$ cat src/rtl/aes_round_seq.sv
// aes_round_seq: iterative AES round sequencer driving an external round unit and key store.
// Optional `AES_SEQ_SELFCHECK_EN`: encrypt results are decrypted back and compared to the plaintext.
module aes_round_seq (
    input  logic         clk,
    input  logic         rst,
    input  logic         in_valid,
    output logic         in_ready,
    input  logic [127:0] din,
    input  logic         mode,
    input  logic [1:0]   key_len,
    output logic         out_valid,
    input  logic         out_ready,
    output logic [127:0] dout,
    output logic         busy,
    output logic         cfg_err,
    output logic         check_ok,
    output logic [3:0]   rk_idx,
    input  logic [127:0] rk_i,
    output logic [127:0] rnd_state,
    output logic         rnd_dec,
    output logic         rnd_final,
    input  logic [127:0] rnd_result
);

`ifdef AES_SEQ_SELFCHECK_EN
    typedef enum logic [1:0] {IDLE, ROUND, DONE, CHKLD} fsm_t;
`else
    typedef enum logic [1:0] {IDLE, ROUND, DONE} fsm_t;
`endif

    fsm_t         fsm_reg, fsm_next;
    logic [127:0] state_reg, state_next;
    logic [3:0]   r_reg, r_next;
    logic         dec_reg, dec_next;
    logic [3:0]   nr_reg, nr_next;
    logic [3:0]   nr_in;

`ifdef AES_SEQ_SELFCHECK_EN
    logic [127:0] plain_reg, plain_next;
    logic [127:0] cipher_reg, cipher_next;
    logic         chk_pass_reg, chk_pass_next;
`endif

    // Reserved key_len=3 runs as AES-128.
    assign nr_in     = (key_len == 2'd1) ? 4'd12 : (key_len == 2'd2) ? 4'd14 : 4'd10;
    assign rnd_state = state_reg;

    always_ff @(posedge clk) begin
        if (rst) begin
            fsm_reg      <= IDLE;
            state_reg    <= '0;
            r_reg        <= 4'd0;
            dec_reg      <= 1'b0;
            nr_reg       <= 4'd10;
`ifdef AES_SEQ_SELFCHECK_EN
            plain_reg    <= '0;
            cipher_reg   <= '0;
            chk_pass_reg <= 1'b0;
`endif
        end else begin
            fsm_reg      <= fsm_next;
            state_reg    <= state_next;
            r_reg        <= r_next;
            dec_reg      <= dec_next;
            nr_reg       <= nr_next;
`ifdef AES_SEQ_SELFCHECK_EN
            plain_reg    <= plain_next;
            cipher_reg   <= cipher_next;
            chk_pass_reg <= chk_pass_next;
`endif
        end
    end

    always_comb begin
        fsm_next      = fsm_reg;
        state_next    = state_reg;
        r_next        = r_reg;
        dec_next      = dec_reg;
        nr_next       = nr_reg;
`ifdef AES_SEQ_SELFCHECK_EN
        plain_next    = plain_reg;
        cipher_next   = cipher_reg;
        chk_pass_next = chk_pass_reg;
`endif
        in_ready      = 1'b0;
        out_valid     = 1'b0;
        busy          = 1'b1;
        cfg_err       = 1'b0;
        check_ok      = 1'b0;
        dout          = state_reg;
        rk_idx        = 4'd0;
        rnd_dec       = 1'b0;
        rnd_final     = 1'b0;

        case (fsm_reg)
            IDLE: begin
                busy     = 1'b0;
                in_ready = 1'b1;
                rk_idx   = mode ? nr_in : 4'd0;
                if (in_valid) begin
                    cfg_err    = ~rst & (key_len == 2'd3);
                    state_next = din ^ rk_i;
                    dec_next   = mode;
                    nr_next    = nr_in;
                    r_next     = 4'd1;
                    fsm_next   = ROUND;
`ifdef AES_SEQ_SELFCHECK_EN
                    chk_pass_next = 1'b0;
                    if (!mode)
                        plain_next = din;
`endif
                end
            end
            ROUND: begin
                rk_idx     = dec_reg ? (nr_reg - r_reg) : r_reg;
                rnd_dec    = dec_reg;
                rnd_final  = (r_reg == nr_reg);
                state_next = rnd_result;
                // r holds on the final round so it never passes 14.
                if (r_reg == nr_reg) begin
`ifdef AES_SEQ_SELFCHECK_EN
                    fsm_next = dec_reg ? DONE : CHKLD;
`else
                    fsm_next = DONE;
`endif
                end else begin
                    r_next = r_reg + 4'd1;
                end
            end
            DONE: begin
                out_valid = 1'b1;
`ifdef AES_SEQ_SELFCHECK_EN
                if (chk_pass_reg) begin
                    dout     = cipher_reg;
                    check_ok = (state_reg == plain_reg);
                end
`endif
                if (out_ready)
                    fsm_next = IDLE;
            end
`ifdef AES_SEQ_SELFCHECK_EN
            CHKLD: begin
                // Start the inverse pass from the ciphertext with the last round key.
                rk_idx        = nr_reg;
                cipher_next   = state_reg;
                state_next    = state_reg ^ rk_i;
                dec_next      = 1'b1;
                r_next        = 4'd1;
                chk_pass_next = 1'b1;
                fsm_next      = ROUND;
            end
`endif
            default: fsm_next = IDLE;
        endcase
    end

endmodule

$ cat config.mk
export PLATFORM = sky130hd
export DESIGN_NAME = aes_round_seq
export DESIGN_NICKNAME = d
export VERILOG_FILES = /design/src/rtl/aes_round_seq.sv
export SDC_FILE = /design/constraint.sdc
export NUM_CORES = 1
export LEC_CHECK = 0
export CORE_AREA = 2 2 259 261
export DETAILED_ROUTE_END_ITERATION = 10
export DIE_AREA = 0 0 261 263
export PLACE_DENSITY = 0.36
export SYNTH_ARGS = -nofsm -noshare
export SYNTH_HDL_FRONTEND = slang
export SYNTH_SLANG_ARGS = --single-unit
$ cat constraint.sdc
create_clock -name clk -period 3.8 [get_ports clk]
set_input_delay 0.57 -clock clk [delete_from_list [all_inputs] [get_ports clk]]
set_output_delay 0.57 -clock clk [all_outputs]
set_load 0.005 [all_outputs]
==> impl_results.md, run 1 <==
- Postcts setup bufs: 0
- Reg2Reg Setup Slack: between 1.5 and 2 ns
- IO Count: 658
- Layout area overhead: 84.03%
- DRT Wirelength: slightly above 40,000 µm
- Routability Congestion: 0.8073
- Cell area after synthesis: around 8400 µm²
- Synth warn: 0
- Slew HR: between 30% and 40%
- Vias: 8,559
- Most used cell, CP: clkdlybuf4s50_1
- HPWL Detailed: around 32,000 µm
- P per Cell Area: 335.3 nW/µm²
- Filler cells: between 7k and 8k
- Total die area: 68,640 µm²
- Unrepaired setup endpoints after global routing: no
- Clock latency on the worst-skew pair: about 0.48 ns
- Cell Rows: 94
- CTS H-tree depth: 4
- Syn_nets: approximately 1.3k
- Final Hold Viols: 0
- Critical Path Start: in_valid
- Initial Util: around 13%
- Port bufs: between 600 and 700
- DRT iter0 DRCs: about 260
- CP max-delay cell: clkdlybuf4s50_1
- CP arrival: roughly 2.7 ns
- WHS Endpoint: dout[47]
- Max IR drop VDD: between 0.2 and 0.3 mV
- Antenna violations before repair: 4
- EDFF count, synth: 0
- Nets: between 1.5k and 2k
- Sequential power share: 33.3%
- Critical path peak fanout: 5
- Final Util: 23.50%
- Sequential share of the synthesized area: between 30% and 40%
- CTS Sinks: 137
- First-pass GRT wire length: approximately 58,000 µm
- GR Util All Layers: 11.49%
- Crit path kind: in2out
- Pre-Repair DR Iteration Count: 4
- Root Driver: clkbuf_16
- Vias per cell: around 3.7
- Sw Share: between 20% and 30%
- Worst r2r dst: dout[90]
- Grt ovf: 0
- Min Tclk post-route: 3.244 ns
- Critical Path Sink Type: output pin
- Worst min path class: in2reg
- Worst hold slack: ~0.39 ns
- WHS Path Cells: 2
- Slew @ Worst Pin: just under 1 ns
- Psw: around 1.4 mW
- DR WL/cell: about 18 µm
- Largest net degree at the start of global routing: approximately 130
- Core area: about 66,000 µm²
- Final Max Slew Viols: 0
- Proportion of layout cells with a drive suffix above 1: under 10%
- Setup TNS: 0 ns
- Outcome: completed
- CTS Hold Bufs: 0
- Die Span Y: 263 µm
- Combinational share of power: 30.6%
- Clock power share: between 30% and 40%
- Asr flop ratio synth: 0%
- Vias in the first global route: ~9.0k
- CTS tree: done
- Synth Flop Type: dfxtp_1
- Fmax: roughly 310 MHz
- RR Startpoint: fsm_reg[0]
- Min-delay src: rst
- Crit-path cells: clkdlybuf4s50_1 -> or3b_1 -> nor3b_1 -> clkdlybuf4s50_1
- Worst path max stage delay: approximately 0.63 ns
- Final setup vio count: 0
- CTS clk-pin slew, worst paths: 0.06 ns
- Avg Cell Area, Syn: approximately 9.1 µm²
- Startpoint types: input port
- Die Span X: 261 µm
- Register bit total from synthesis: 137
- Fin Clk Skew: between 0.01 and 0.015 ns
- Final ANT Viol Nets: 0
- Max reg flops: ~130
- Cell count after synthesis: around 920
- Cell-internal power: about 3.7 mW
- Final period utilization: 85.36%
- Max Cap Viol: 0
- Worst r2r path cells: 5
- Static leakage: between 5 and 6 nW
- Required time worst endpoint: 3.23 ns
- DRC: 0
- TritonCTS buffer count: 17
- Yosys cell types: 44
- Max Root-Sink Buffers: 2
## through the flow
step	instances	cell area [µm²]	setup slack (ns)	total power [mW]
floorplan	923	8382	1.652	2.406
global placement	2251	14790	0.4456	3.367
detailed placement	2251	14790	0.4383	3.366
CTS	2283	15420	0.1004	5.323
global route	2284	15420	0.4069	5.472
finish	2284	15420	0.5564	5.172
## cell type report
class | count | area (µm²) | share of cell area [%]
timing repair buffer | 668 | 6685 | 43.34
multi-input combinational | 574 | 4247 | 27.53
sequential | 137 | 2743 | 17.78
tap | 864 | 1081 | 7.008
clock buffer | 21 | 460.4 | 2.985
clock inverter | 11 | 168.9 | 1.095
inverter | 8 | 37.54 | 0.2433
antenna | 1 | 2.502 | 0.01622
## cells by family after synthesis
family          share of synthesized area, %
flops                                  32.72
compound gates                         27.62
buf+inv                                16.84
other cells                          0.04474
mux                                   0.2538
fa+ha+maj                              1.134
simple gates                           7.912
xor+xnor                               13.48
## power by group through the flow
stage	Clock [mW]	Sequential (mW)	Combinational [mW]
floorplan	0	1.71	0.694
global route	2.02	1.75	1.71
CTS	1.98	1.73	1.61
detailed placement	0	1.76	1.60
finish	1.87	1.72	1.58
global placement	0	1.76	1.61
## cells in the final DEF, fill, tap and decap left out, types with 3 or more instances in the layout
master	Yosys	layout
a211oi_1	50	50
a211oi_2	80	80
a21oi_1	5	5
buf_4	136	10
bufinv_16	0	4
clkbuf_16	0	17
clkdlybuf4s50_1	0	654
clkinv_2	0	3
dfxtp_1	137	137
ha_1	6	6
inv_1	6	6
nand2_1	4	4
nand4_1	3	3
nor2_1	133	133
nor2b_1	3	3
nor3_1	4	4
o22ai_1	128	128
xor2_1	128	128
## repair_timing
action                     4_1_cts  5_1_grt
resized for setup                1        1
pin swaps                        0        0
setup endpoints to repair        1        1
## layer usage
metal / vias to the layer above / share of wire (%) / track usage (%)
met5: - / 0.064 / 0
met4: 4 / 1.5 / 3.424
met3: 32 / 8.7 / 4.092
met2: 421 / 53 / 21.54
met1: 3973 / 37 / 11.78
li1: 4129 / - / -
## cells in the mapped netlist (2+ instances only)
library cell,n,area share [%]
nand4_1,3,0.22
clkbuf_1,29,1.3
o21ai_0,2,0.12
nor2b_1,3,0.22
ha_1,6,0.90
nor3b_1,2,0.18
nor2_1,133,6.0
nor3_1,4,0.24
nand2_1,4,0.18
xor2_1,128,13
buf_6,9,1.2
buf_2,30,1.8
and4_1,2,0.21
o22ai_1,128,9.6
inv_2,2,0.090
a21oi_1,5,0.30
inv_1,6,0.27
a211oi_1,50,4.5
and2_1,2,0.15
buf_4,136,12
a211oi_2,80,12
dfxtp_1,137,33
## worst max-delay path by stage
stage / endpoint / slack, ns / cells past startpoint
finish: cfg_err / 0.56 / 4
global route: rk_idx[3] / 0.41 / 6
CTS: rk_idx[3] / 0.10 / 6
detailed placement: rk_idx[3] / 0.44 / 6
global placement: rk_idx[3] / 0.45 / 6
floorplan: rk_idx[3] / 1.65 / 5
## worst max-delay path: cells and delay by family
family / cells / cell delay (ns)
buffers and inverters: 2 / 1.23
and+or+nand+nor: 2 / 0.88
(Power assumes the default switching activity.)
==> inputs of run 2 (changes only) <==
ABC_CLOCK_PERIOD_IN_PS = 3800   (was not set)
CAP_MARGIN = 20   (was not set)
==> results of run 2 <==
Same layout as run 1: the final DEF is identical, and so are final timing and power.
==> RTL change 1 (config.mk and constraints of run 1) <==
Reset style: asynchronous (`rst`), changed in one clocked block.
--- a/src/rtl/aes_round_seq.sv
+++ b/src/rtl/aes_round_seq.sv
@@ -47,3 +47,3 @@
 
-    always_ff @(posedge clk) begin
+    always_ff @(posedge clk or posedge rst) begin
         if (rst) begin
Formal check against the unedited RTL: differs if rst is asserted again (counterexample within 4 cycles, from zero or initial values and one cycle with rst high); with rst held inactive, the same outputs for 4 cycles.
==> RTL change 1 against run 1 <==
Hold slack gained 110 ps; register-to-register slack worse by 240 ps; non-clock buffer count stayed put; setup slack better by 110 ps; synthesized area increased by 8.9%; cell area rose by 5.2%; routed wire length rose by 13%; die area unchanged; via count is 3.5% higher; clock skew grew 0.92 ps; global-route usage grew 1.7 points; sequential cell count unchanged.
Power is not compared: it rests on default switching activity, and its combinational part moved more than twofold at a synthesized area within 25%.
==> RTL change 1: results (changes against run 1) <==
clock_tree:
  cts-htree-levels: 4  # unchanged
  cts_made_buffers: 17  # unchanged
  cts_resized: 0  # was 1
  worstSkewPairLatency_ps: 470
  cts-root-buf: "clkbuf_16"  # unchanged
critical_path:
  r2r-start: "fsm_reg[1]"  # was fsm_reg[0]
  cp_slowest_stage_delay_ps: 570  # was 630 ps
  slowest_stage: "clkdlybuf4s50_1"  # unchanged
  arrival_ps: 2560  # was 2670 ps
  reg2regPathDepth: 4  # was 5
  timing.rr.end: "dout[52]"  # was dout[90]
  crit_fanout: 3  # was 5
  crit_end: "rk_idx[1]"  # was cfg_err
  rrSetupSlack_ps: 1310  # was 1550 ps
  startpoint: "nr_reg[1]"  # was in_valid
synth:
  synth_compound_area_frac: 0.2324  # was 0.2762
  async_reset_ff_frac: 1.000  # was 0
  muxShareOfSynthArea: 0.002742  # was 0.002538
  syn_nets: 1375  # was 1,321
  synth_commonest_cells: "dfrtp_1 (136), nor2b_1 (133), a21oi_1 (132), buf_4 (131), xnor2_1 (70)"  # was dfxtp_1 (137), buf_4 (136), nor2_1 (133), o22ai_1 (128), xor2_1 (128)
  ys.flop_type: "dfrtp_1"  # was dfxtp_1
  yosysUniqueCellTypes: 39  # was 44
  synthAdderAreaFrac: 0.01042  # was 0.01134
  synth_area_per_cell_um2: 9.340  # was 9.081 um^2
  synth.area.top_cells: "dfrtp_1 (37%), buf_4 (11%), nor2b_1 (9.1%), a21oi_1 (7.2%), xnor2_1 (6.7%)"  # was dfxtp_1 (33%), xor2_1 (13%), buf_4 (12%), a211oi_2 (12%), o22ai_1 (9.6%)
  ys_seq_area_frac: 0.3758  # was 0.3272
  yosys.area_share.xor_xnor: 0.1238  # was 0.1348
global_routing:
  grt_pass1_vias: 9431  # was 8,996
  grt_usage: 0.1320  # was 0.1149
  grt_max_degree: 59  # was 133
  antenna_found_initial: 1  # was 4
  grt_first_pass_wirelength_um: 65610  # was 58,050 um
final_layout:
  antennaDiodeCount: 0  # was 1
  drive_gt1_frac: 0.03851  # was 0.09302
  nets: 1865  # was 1,804
  fin_area_um2: 16230  # was 15,420 um^2
  fillers: 7026  # was 7,081
  largest_reg_flops: 128  # unchanged
routing:
  viasPerCell: 3.781  # was 3.747
  drt_wl_total_um: 46210  # was 40,910 um
  wl_per_cell_um: 19.72  # was 17.91 um
  dr.pass1.iters: 4  # unchanged
timing:
  fin_crit_ps: 3132  # was 3244 ps
  clock_skew_ps: 11.54  # was 10.61 ps
  whs_ps: 500.3  # was 394.7 ps
  slew_headroom: 0.4507  # was 0.3587
place:
  dp.cells: 2312  # was 2,251
  place_ws_ps: 906.5  # was 438.3 ps
  numPortBuffers: 656  # unchanged
  place.gp.congestion: 0.7602  # was 0.8073
  dp_hpwl_um: 35300  # was 31,550 um
pwr:
  peakVddDrop_uv: 285.3
  leakage_nw: 6.067
worst_hold_path:
  hold_end: "nr_reg[1]"  # was dout[47]
  hold_class: "reg -> reg"  # was in -> reg
  hold_path_startpoint: "nr_reg[1]"  # was rst
outcome:
  status: "complete, no violations"  # unchanged
==> RTL change 1: per-layer routing <==
layer,wire length (um),share of wire,track usage
met1,18170,0.39,0.1489
met2,24350,0.53,0.2402
met3,3035,0.066,0.03794
met4,643,0.014,0.03517
met5,13,0.00028,0
==> RTL change 1: final cells by class <==
class | count | area share
clock inverters | 9 | 0.006938
clock buffers | 23 | 0.03130
flip-flops and latches | 137 | 0.2118
well taps | 864 | 0.06661
inverters | 9 | 0.002313
repair buffers | 668 | 0.4113
multi-input cells | 634 | 0.2697
==> RTL change 1: power by group <==
| part | switching (mW) | internal, mW | leakage, nW |
|---|---|---|---|
| clock | 0.743 | 1.07 | 0.294 |
| combinational | 1.97 | 3.42 | 4.18 |
| sequential | 0.960 | 2.13 | 1.59 |
| total | 3.67 | 6.62 | 6.07 |
==> RTL change 1: worst register-to-register path, cell delays in order, from the launching register on <==
cell and delay (ps):
dfrtp_4 800, buf_4 650, o21ba_4 390, buf_12 270, o22a_1 260
==> RTL change 2 (settings of run 1) <==
Without the edit above. Register the output `cfg_err`, with the module's reset; this adds one clock of latency there. The other outputs are not delayed to match.
--- a/src/rtl/aes_round_seq.sv
+++ b/src/rtl/aes_round_seq.sv
@@ -23,2 +23,4 @@
 );
+
+    logic cfg_err_d;
 
@@ -87,3 +89,3 @@
         busy          = 1'b1;
-        cfg_err       = 1'b0;
+        cfg_err_d     = 1'b0;
         check_ok      = 1'b0;
@@ -100,3 +102,3 @@
                 if (in_valid) begin
-                    cfg_err    = ~rst & (key_len == 2'd3);
+                    cfg_err_d  = ~rst & (key_len == 2'd3);
                     state_next = din ^ rk_i;
@@ -156,2 +158,10 @@
 
+    always_ff @(posedge clk) begin
+        if (rst) begin
+            cfg_err <= '0;
+        end else begin
+            cfg_err <= cfg_err_d;
+        end
+    end
+
 endmodule
Formal check against the unedited RTL: not equivalent (Yosys sat finds a counterexample within 4 cycles, from zero or initial values and one cycle with rst high).
==> RTL change 2 against run 1 <==
Critical path depth increased by 3; cell area decreased by 0.44%; power decreased by 2.6%; non-clock buffer count increased by 3; maximum frequency decreased by 5.9%; utilization decreased by 0.10 points; routed wire length decreased by 0.81%; first-iteration DRC count increased by 12%; sequential share of layout area increased by 0.21 points; setup slack got worse by 200 ps; synthesized area decreased by 0.39%; sequential cell count increased by 1; largest cell class unchanged; largest power group is now registers; highest routed layer unchanged.
==> RTL change 2: results (changes against run 1) <==
routing:
  vias: 8553  # was 8,559
  ant_nets: 0  # unchanged
  wl_per_cell_um: 17.74  # was 17.91 um
  dr.first_iter.drc_count: 287  # was 256
clock_tree:
  postCtsSetupRepairBufs: 0  # unchanged
  worstSkewPairLatency_ps: 470
  clockBufferDepth: 2  # unchanged
  cts_made_buffers: 17  # unchanged
  cts-htree-levels: 4  # unchanged
  cts_resized: 0  # was 1
place:
  place.gp.congestion: 0.7420  # was 0.8073
  numPortBuffers: 656  # unchanged
  dp_hpwl_um: 31430  # was 31,550 um
global_routing:
  grt_max_degree: 76  # was 133
  grt_usage: 0.1136  # was 0.1149
  antenna_found_initial: 1  # was 4
  grt_pass1_vias: 8772  # was 8,996
  grt_first_pass_wirelength_um: 57570  # was 58,050 um
worst_hold_path:
  hold_path_startpoint: "nr_reg[1]"  # was rst
  hold_end: "nr_reg[1]"  # was dout[47]
  hold_class: "reg -> reg"  # was in -> reg
  hold_path_depth: 1  # was 2
final_layout:
  fillers: 7062  # was 7,081
  largest_reg_flops: 128  # unchanged
  drive_gt1_frac: 0.08292  # was 0.09302
  nets: 1810  # was 1,804
  antennaDiodeCount: 0  # was 1
timing:
  whs_ps: 507.1  # was 394.7 ps
  worst_slew_pin_slew_ps: 938.2  # was 961.9 ps
  clock_skew_ps: 11.50  # was 10.61 ps
synth:
  synth.area.top_cells: "dfxtp_1 (33%), xor2_1 (13%), buf_4 (13%), a211oi_2 (10%), o22ai_1 (9.6%)"  # was dfxtp_1 (33%), xor2_1 (13%), buf_4 (12%), a211oi_2 (12%), o22ai_1 (9.6%)
  ys_seq_area_frac: 0.3309  # was 0.3272
  syn_nets: 1323  # was 1,321
  async_reset_ff_frac: 0  # unchanged
  synth_commonest_cells: "buf_4 (145), dfxtp_1 (138), nor2_1 (135), o22ai_1 (128), xor2_1 (128)"  # was dfxtp_1 (137), buf_4 (136), nor2_1 (133), o22ai_1 (128), xor2_1 (128)
  yosysUniqueCellTypes: 45  # was 44
pwr:
  leakage_nw: 5.511  # was 5.535 nW
  peakVddDrop_uv: 254.6  # was 252.1 uV
critical_path:
  arrival_ps: 2880  # was 2670 ps
  crit_end: "rk_idx[3]"  # was cfg_err
  reg2regPathDepth: 4  # was 5
  startpoint: "r_reg[1]"  # was in_valid
  timing.rr.end: "dout[21]"  # was dout[90]
  rrSetupSlack_ps: 1550  # about the same
  crit_fanout: 6  # was 5
outcome:
  status: "complete, no violations"  # unchanged
RTL change 2: per-stage QoR:
stage / instances / instance area [um^2] / setup WS, ps / total power, mW
final: 2287 / 15360 / 353.1 / 5.035
after global routing: 2287 / 15360 / 142.1 / 5.318
after CTS: 2287 / 15360 / 243.1 / 5.173
after detailed placement: 2257 / 14800 / 821.4 / 3.397
after global placement: 2257 / 14800 / 836.3 / 3.398
after floorplan: 925 / 8349 / 1645 / 2.418
RTL change 2: area by class of cell:
class                      count  area share
inverter                       9    0.002689
clock buffer                  23     0.03047
tap                          864     0.07039
multi-input combinational    575      0.2722
clock inverter                 7    0.006110
sequential                   138      0.1799
timing repair buffer         671      0.4382
RTL change 2: worst max-delay path: stages, from the launching register on:
cell	delay, ps
dfxtp_1	460
inv_1	70
ha_1	310
nor2b_1	150
o311a_1	300
a2111oi_1	400
buf_4	210
clkdlybuf4s50_1	520
RTL change 2: report_power, final:
part,internal [mW],switching (mW)
combinational,1.03,0.561
clock,0.990,0.708
sequential,1.59,0.154
RTL change 2: logic make-up (layout without fill, tap and decap cells):
logic type | Yosys count | count (layout) | share of synthesized area
other cells | 1 | 1 | 0.0004491
simple gates | 158 | 158 | 0.07778
buf+inv | 212 | 710 | 0.1693
xor+xnor | 129 | 129 | 0.1353
fa+ha+maj | 7 | 7 | 0.01139
flops | 138 | 138 | 0.3309
mux | 1 | 1 | 0.001199
compound gates | 279 | 279 | 0.2736
RTL change 2: metal layers:
metal / vias to the layer above / part of all wire / global-route usage
li1: 4142 / - / -
met2: 373 / 0.53 / 0.2116
met5: - / 0.00032 / 0
met3: 24 / 0.073 / 0.03293
met4: 2 / 0.013 / 0.03394
met1: 4012 / 0.39 / 0.1223
